File: src/rtl/lab3_mem_cache_pkg.sv
// Shared state, request-type and select encodings for the blocking cache control unit.
package lab3_mem_cache_pkg;

    localparam int unsigned NumLines = 16;

    typedef enum logic [3:0] {
        StIdle, StTc, StIn, StRd, StWd, StEp, StEr, StEw, StRr, StRw, StRu, StW
    } state_e;

    localparam logic [2:0] TypeRead  = 3'd0;
    localparam logic [2:0] TypeWrite = 3'd1;
    localparam logic [2:0] TypeInit  = 3'd2;

    localparam logic       WdataSelWord    = 1'b0;
    localparam logic       WdataSelMem     = 1'b1;
    localparam logic       MemAddrSelEvict = 1'b0;
    localparam logic       MemAddrSelReq   = 1'b1;
    localparam logic [2:0] RdWordSelZero   = 3'd4;

    // Byte enables covering one 32-bit word of a 16 B line.
    function automatic logic [15:0] word_wben(input logic [1:0] word);
        return 16'hF << {word, 2'b00};
    endfunction

endpackage

File: src/rtl/lab3_mem_line_status_array.sv
// Per-line valid/dirty bits for the 16-line cache; async reset clears every line.
module lab3_mem_line_status_array
    import lab3_mem_cache_pkg::*;
(
    input  logic       clk,
    input  logic       reset,
    input  logic [3:0] i_idx,
    input  logic       i_valid_set,
    input  logic       i_dirty_set,
    input  logic       i_dirty_clr,
    output logic       o_valid,
    output logic       o_dirty
);

    logic [NumLines-1:0] r_valid;
    logic [NumLines-1:0] r_dirty;

    always_ff @(posedge clk or posedge reset) begin
        if (reset) begin
            r_valid <= '0;
            r_dirty <= '0;
        end else begin
            if (i_valid_set) begin
                r_valid[i_idx] <= 1'b1;
            end
            if (i_dirty_set) begin
                r_dirty[i_idx] <= 1'b1;
            end else if (i_dirty_clr) begin
                r_dirty[i_idx] <= 1'b0;
            end
        end
    end

    assign o_valid = r_valid[i_idx];
    assign o_dirty = r_dirty[i_idx];

endmodule

File: src/rtl/lab3_mem_blocking_cache_base_ctrl.sv
// Control FSM for the blocking direct-mapped 256 B cache (16 x 16 B lines).
// Optional hit/miss counters: define LAB3_MEM_CACHE_CTRL_PERF_CNT_EN.
module lab3_mem_blocking_cache_base_ctrl
    import lab3_mem_cache_pkg::*;
#(
    parameter int unsigned p_idx_shamt = 0
) (
    input  logic        clk,
    input  logic        reset,
    input  logic        cachereq_val,
    output logic        cachereq_rdy,
    output logic        cacheresp_val,
    input  logic        cacheresp_rdy,
    output logic        memreq_val,
    input  logic        memreq_rdy,
    input  logic        memresp_val,
    output logic        memresp_rdy,
    output logic        cachereq_en,
    output logic        memresp_en,
    output logic        write_data_mux_sel,
    output logic        tag_array_ren,
    output logic        tag_array_wen,
    output logic        data_array_ren,
    output logic        data_array_wen,
    output logic [15:0] data_array_wben,
    output logic        read_data_reg_en,
    output logic        evict_addr_reg_en,
    output logic        memreq_addr_mux_sel,
    output logic [1:0]  hit,
    output logic [2:0]  read_word_mux_sel,
    output logic [2:0]  cacheresp_type,
    output logic [2:0]  memreq_type,
    input  logic [2:0]  cachereq_type,
    input  logic [31:0] cachereq_addr,
    input  logic        tag_match
`ifdef LAB3_MEM_CACHE_CTRL_PERF_CNT_EN
    ,
    output logic [31:0] num_hits,
    output logic [31:0] num_misses
`endif
);

    state_e     r_state;
    state_e     w_next;
    logic       r_hit;
    logic [3:0] w_idx;
    logic [1:0] w_word;
    logic       w_is_init;
    logic       w_is_write;
    logic       w_line_valid;
    logic       w_line_dirty;
    logic       w_hit;
    logic       w_valid_set;
    logic       w_dirty_set;
    logic       w_dirty_clr;
    logic       w_unused_addr;

    assign w_idx      = cachereq_addr[7+p_idx_shamt:4+p_idx_shamt];
    assign w_word     = cachereq_addr[3:2];
    assign w_is_init  = (cachereq_type == TypeInit);
    assign w_is_write = (cachereq_type == TypeWrite);
    assign w_hit      = tag_match & w_line_valid;
    // Tag bits are compared in the datapath, not here.
    assign w_unused_addr = ^cachereq_addr;

    lab3_mem_line_status_array u_status (
        .clk        (clk),
        .reset      (reset),
        .i_idx      (w_idx),
        .i_valid_set(w_valid_set),
        .i_dirty_set(w_dirty_set),
        .i_dirty_clr(w_dirty_clr),
        .o_valid    (w_line_valid),
        .o_dirty    (w_line_dirty)
    );

    always_ff @(posedge clk or posedge reset) begin
        if (reset) begin
            r_state <= StIdle;
        end else begin
            r_state <= w_next;
        end
    end

    always_ff @(posedge clk or posedge reset) begin
        if (reset) begin
            r_hit <= 1'b0;
        end else if (r_state == StTc) begin
            r_hit <= ~w_is_init & w_hit;
        end
    end

    always_comb begin
        w_next              = r_state;
        cachereq_rdy        = 1'b0;
        cacheresp_val       = 1'b0;
        memreq_val          = 1'b0;
        memresp_rdy         = 1'b0;
        cachereq_en         = 1'b0;
        memresp_en          = 1'b0;
        write_data_mux_sel  = WdataSelWord;
        tag_array_ren       = 1'b0;
        tag_array_wen       = 1'b0;
        data_array_ren      = 1'b0;
        data_array_wen      = 1'b0;
        data_array_wben     = 16'h0000;
        read_data_reg_en    = 1'b0;
        evict_addr_reg_en   = 1'b0;
        memreq_addr_mux_sel = MemAddrSelEvict;
        hit                 = 2'b00;
        read_word_mux_sel   = 3'd0;
        cacheresp_type      = 3'd0;
        memreq_type         = 3'd0;
        w_valid_set         = 1'b0;
        w_dirty_set         = 1'b0;
        w_dirty_clr         = 1'b0;

        unique case (r_state)
            StIdle: begin
                // Keep the handshake quiet while reset is still asserted.
                if (!reset) begin
                    cachereq_rdy = 1'b1;
                    if (cachereq_val) begin
                        cachereq_en = 1'b1;
                        w_next      = StTc;
                    end
                end
            end
            StTc: begin
                tag_array_ren = 1'b1;
                if (w_is_init) begin
                    w_next = StIn;
                end else if (w_hit) begin
                    w_next = w_is_write ? StWd : StRd;
                end else if (w_line_valid && w_line_dirty) begin
                    w_next = StEp;
                end else begin
                    w_next = StRr;
                end
            end
            StIn: begin
                tag_array_wen      = 1'b1;
                data_array_wen     = 1'b1;
                data_array_wben    = word_wben(w_word);
                write_data_mux_sel = WdataSelWord;
                w_valid_set        = 1'b1;
                w_dirty_clr        = 1'b1;
                w_next             = StW;
            end
            StRd: begin
                data_array_ren   = 1'b1;
                read_data_reg_en = 1'b1;
                w_next           = StW;
            end
            StWd: begin
                data_array_wen     = 1'b1;
                data_array_wben    = word_wben(w_word);
                write_data_mux_sel = WdataSelWord;
                w_dirty_set        = 1'b1;
                w_next             = StW;
            end
            StEp: begin
                tag_array_ren     = 1'b1;
                data_array_ren    = 1'b1;
                read_data_reg_en  = 1'b1;
                evict_addr_reg_en = 1'b1;
                w_next            = StEr;
            end
            StEr: begin
                memreq_val          = 1'b1;
                memreq_type         = TypeWrite;
                memreq_addr_mux_sel = MemAddrSelEvict;
                if (memreq_rdy) begin
                    w_next = StEw;
                end
            end
            StEw: begin
                memresp_rdy = 1'b1;
                if (memresp_val) begin
                    w_next = StRr;
                end
            end
            StRr: begin
                memreq_val          = 1'b1;
                memreq_type         = TypeRead;
                memreq_addr_mux_sel = MemAddrSelReq;
                if (memreq_rdy) begin
                    w_next = StRw;
                end
            end
            StRw: begin
                memresp_rdy = 1'b1;
                memresp_en  = 1'b1;
                if (memresp_val) begin
                    w_next = StRu;
                end
            end
            StRu: begin
                tag_array_wen      = 1'b1;
                data_array_wen     = 1'b1;
                data_array_wben    = 16'hFFFF;
                write_data_mux_sel = WdataSelMem;
                w_valid_set        = 1'b1;
                w_dirty_clr        = 1'b1;
                w_next             = w_is_write ? StWd : StRd;
            end
            StW: begin
                cacheresp_val  = 1'b1;
                cacheresp_type = cachereq_type;
                hit            = {1'b0, r_hit};
                // Types other than write/init behave as reads.
                if (w_is_write || w_is_init) begin
                    read_word_mux_sel = RdWordSelZero;
                end else begin
                    read_word_mux_sel = 3'd3 - {1'b0, w_word};
                end
                if (cacheresp_rdy) begin
                    w_next = StIdle;
                end
            end
            default: begin
                w_next = StIdle;
            end
        endcase
    end

`ifdef LAB3_MEM_CACHE_CTRL_PERF_CNT_EN
    logic [31:0] r_num_hits;
    logic [31:0] r_num_misses;

    always_ff @(posedge clk or posedge reset) begin
        if (reset) begin
            r_num_hits   <= 32'd0;
            r_num_misses <= 32'd0;
        end else if (r_state == StTc && !w_is_init) begin
            if (w_hit) begin
                r_num_hits <= r_num_hits + 32'd1;
            end else begin
                r_num_misses <= r_num_misses + 32'd1;
            end
        end
    end

    assign num_hits   = r_num_hits;
    assign num_misses = r_num_misses;
`endif

endmodule

File: config.mk
export PLATFORM = sky130hd
export DESIGN_NAME = lab3_mem_blocking_cache_base_ctrl
export DESIGN_NICKNAME = d
export VERILOG_FILES = /design/src/rtl/lab3_mem_cache_pkg.sv /design/src/rtl/lab3_mem_line_status_array.sv /design/src/rtl/lab3_mem_blocking_cache_base_ctrl.sv
export SDC_FILE = /design/constraint.sdc
export NUM_CORES = 1
export LEC_CHECK = 0
export BUFFER_PORTS_ARGS = -buffer_cell sky130_fd_sc_hd__buf_2
export CAP_MARGIN = 20
export CELL_PAD_IN_SITES_DETAIL_PLACEMENT = 0
export CELL_PAD_IN_SITES_GLOBAL_PLACEMENT = 1
export CORE_ASPECT_RATIO = 1.2
export CORE_MARGIN = 3
export CORE_UTILIZATION = 32
export CTS_CLUSTER_DIAMETER = 40
export DETAILED_ROUTE_END_ITERATION = 8
export PLACE_DENSITY_LB_ADDON = 0.05
export SYNTH_ARGS = -nofsm -noshare
export SYNTH_HDL_FRONTEND = slang
export SYNTH_SLANG_ARGS = --single-unit
export TNS_END_PERCENT = 1
File: constraint.sdc
create_clock -name clk -period 1.7 [get_ports clk]
set_input_delay 0.085 -clock clk [delete_from_list [all_inputs] [get_ports clk]]
set_output_delay 0.085 -clock clk [all_outputs]
set_load 0.02 [all_outputs]
==> results.cfg <==
[status]
status = complete, but fails checks
violations = negative setup slack

[cells_and_area]
area_growth_pct = 33.8
n_fill_cell = 711
layout-drive-gt1-share = 0.416
layout_common_cells = buf_4, buf_2, dfrtp_1
design_area_sq_um = 3160
fin_cells = 426
fin_nets = 380
post-route-util = 0.450
layout_commonest_cell = buf_4
n_antenna_cell = 0

[global_routing]
grt_usage = 0.161
grt_pass1_vias = 2132
gr-total-overflow = 0
grt_pass1_wl_microns = 10800
antenna_found_initial = 0
grt_start_max_net_pins = 38

[timing]
setup_viol = 7
grt_setup_unrepaired = yes
min_period_ps = 1880
fin_worst_skew_ps = 5.26
tns_ps = -814
finalCritPeriodShare = 1.10
final_max_slew_viol_count = 0
hold_viol_final = 0
fin_ws_ps = -177
timing.fmax_ghz = 0.533

[clocking]
clockBufferDepth = 2
clock-sinks = 37
numCtsBuffers = 5
clk_pin_slew_ps = 80
cts_root_buf = clkbuf_8
insertion_delay_ps = 290
cts_tree = done
htreeDepth = 2

[routing]
drt_iter0_drc = 58
via_per_inst = 4.90
drc = 0
routed_wl_microns = 6530
wl_per_cell_microns = 15.3
firstDrtPassIters = 4
dr_total_vias = 2086
ant_nets = 0

[floorplan]
top_level_ports = 83
fp.dieW_microns = 84.4
fp.dieArea_sq_um = 8450
num_rows = 33
die_y_microns = 100
initial_core_util = 0.337
core_area_sq_um = 7020

[pwr]
leakage_uw = 0.00158
power_density_nw_per_um2 = 1490
peakVddDrop_mv = 0.811

[synth]
syn_avg_cell_area_sq_um = 9.30
synth_top_area_frac = 0.392
synth.distinct_cells = 45
synthArstFlopShare = 1.00
synth_area_leaders = dfrtp_1, buf_4, mux4_2
synth_area_sq_um = 2360
postSynthCellCount = 254
synth_top_area_cell = dfrtp_1
yosysWarnings = 0
ys_seq_area_frac = 0.392
ys.flop_type = dfrtp_1
synth-seq-cells = 37
synth_edf_count = 0

[worst_setup_path]
required_ps = 1890
cpMostUsedCell = mux4_2
slowest_stage = mux4_2
slowest_delay_ps = 500
critPathLaunchType = register
criticalPathCategory = reg -> reg
crit_fanout = 2
crit_chain = mux4_2, mux4_2, nand2_2, o211ai_2, a32o_1
cp.arrival_ps = 2070
end_kind = register

[placed_design]
gp_congestion = 0.741
io_buffers = 53
place_hpwl_microns = 5060
dp.cells = 417
detailed_place.area_sq_um = 2960

[flow_run]
max_cap_violations = 0

[worst_hold_path]
hold_path_class = in -> reg
-- critical path, delay by kind of cell (launching register included) --
kind            cells  cell delay (ps)
mux                 2              980
flops               1              380
compound gates      2              320
simple gates        1               90
-- Yosys cell counts, types with 2 or more instances --
cell       instances
nand2_1           21
nor2_1            16
and2_1            11
or3_1              2
nor2b_1           11
clkbuf_1          12
mux4_1             3
mux2i_1            4
and3b_1            2
or2_2              2
buf_4             16
a22o_1             7
dfrtp_1           37
xnor2_1            3
nand2b_1          16
a21oi_1            6
nor3_1             7
o21ai_0           21
o2bb2ai_1          2
mux4_2             5
nand3_1           10
buf_1              2
a21o_1            11
o221ai_1           2
inv_1              5
-- cell families (layout without fill, tap and decap cells) --
logic type,Yosys count,after routing,synth area share
other cells,1,3,0.00159
mux,12,12,0.0980
simple gates,106,106,0.244
flops,37,37,0.392
buf+inv,36,119,0.0858
xor+xnor,3,3,0.0111
compound gates,59,59,0.168
-- power breakdown --
part | internal [uW] | total [uW] | switching (uW)
sequential | 1180 | 1350 | 166
combinational | 1320 | 2750 | 1430
clock | 288 | 631 | 344
-- timing repair --
| item | 4_1_cts | 5_1_grt |
|---|---|---|
| hold buffers | 1 | 0 |
| buffers inserted | 0 | 0 |
| hold endpoints to repair | 37 | 0 |
| resized for setup | 17 | 19 |
| pin swaps | 3 | 2 |
| setup endpoints to repair | 32 | 52 |
-- final cells by class --
cell class	count	area, sq um	area share
Inverter	5	21.3	0.00673
Clock buffer	5	68.8	0.0218
Sequential cell	37	926	0.293
Timing Repair Buffer	106	726	0.230
Multi-Input combinational cell	183	1290	0.408
Clock inverter	3	22.5	0.00712
Tap cell	87	109	0.0344
-- through the flow --
step | total power, uW | hold slack [ps] | setup WS, ps
after global routing | 5130 | 210 | -271
after floorplan | 3060 | 250 | -150
after CTS | 4670 | 186 | -210
after detailed placement | 3910 | 252 | -237
after global placement | 3920 | 248 | -214
final | 4720 | 196 | -177
-- path summary, 6_finish.rpt --
check	end	cells after the start	start	slack [ps]
max	r_state[1]$_DFFE_PP0P_	5	u_status.r_valid[8]$_DFFE_PP0P_	-180
min	r_hit$_DFFE_PP0P_	4	tag_match	200
max reg2reg	r_state[1]$_DFFE_PP0P_	5	u_status.r_valid[8]$_DFFE_PP0P_	-180
min reg2reg	u_status.r_valid[5]$_DFFE_PP0P_	1	u_status.r_valid[5]$_DFFE_PP0P_	450
max in group asynchronous	u_status.r_valid[8]$_DFFE_PP0P_	4	reset	890
min in group asynchronous	r_state[1]$_DFFE_PP0P_	4	reset	470
-- metal layers --
layer,vias to the layer above,routed length [microns],global-route usage
met5,-,0,0
met4,0,155,0.0633
met3,13,249,0.0263
met2,46,3420,0.297
met1,982,2700,0.187
li1,1045,-,-
Note: power is estimated with default switching activity, not from simulation.
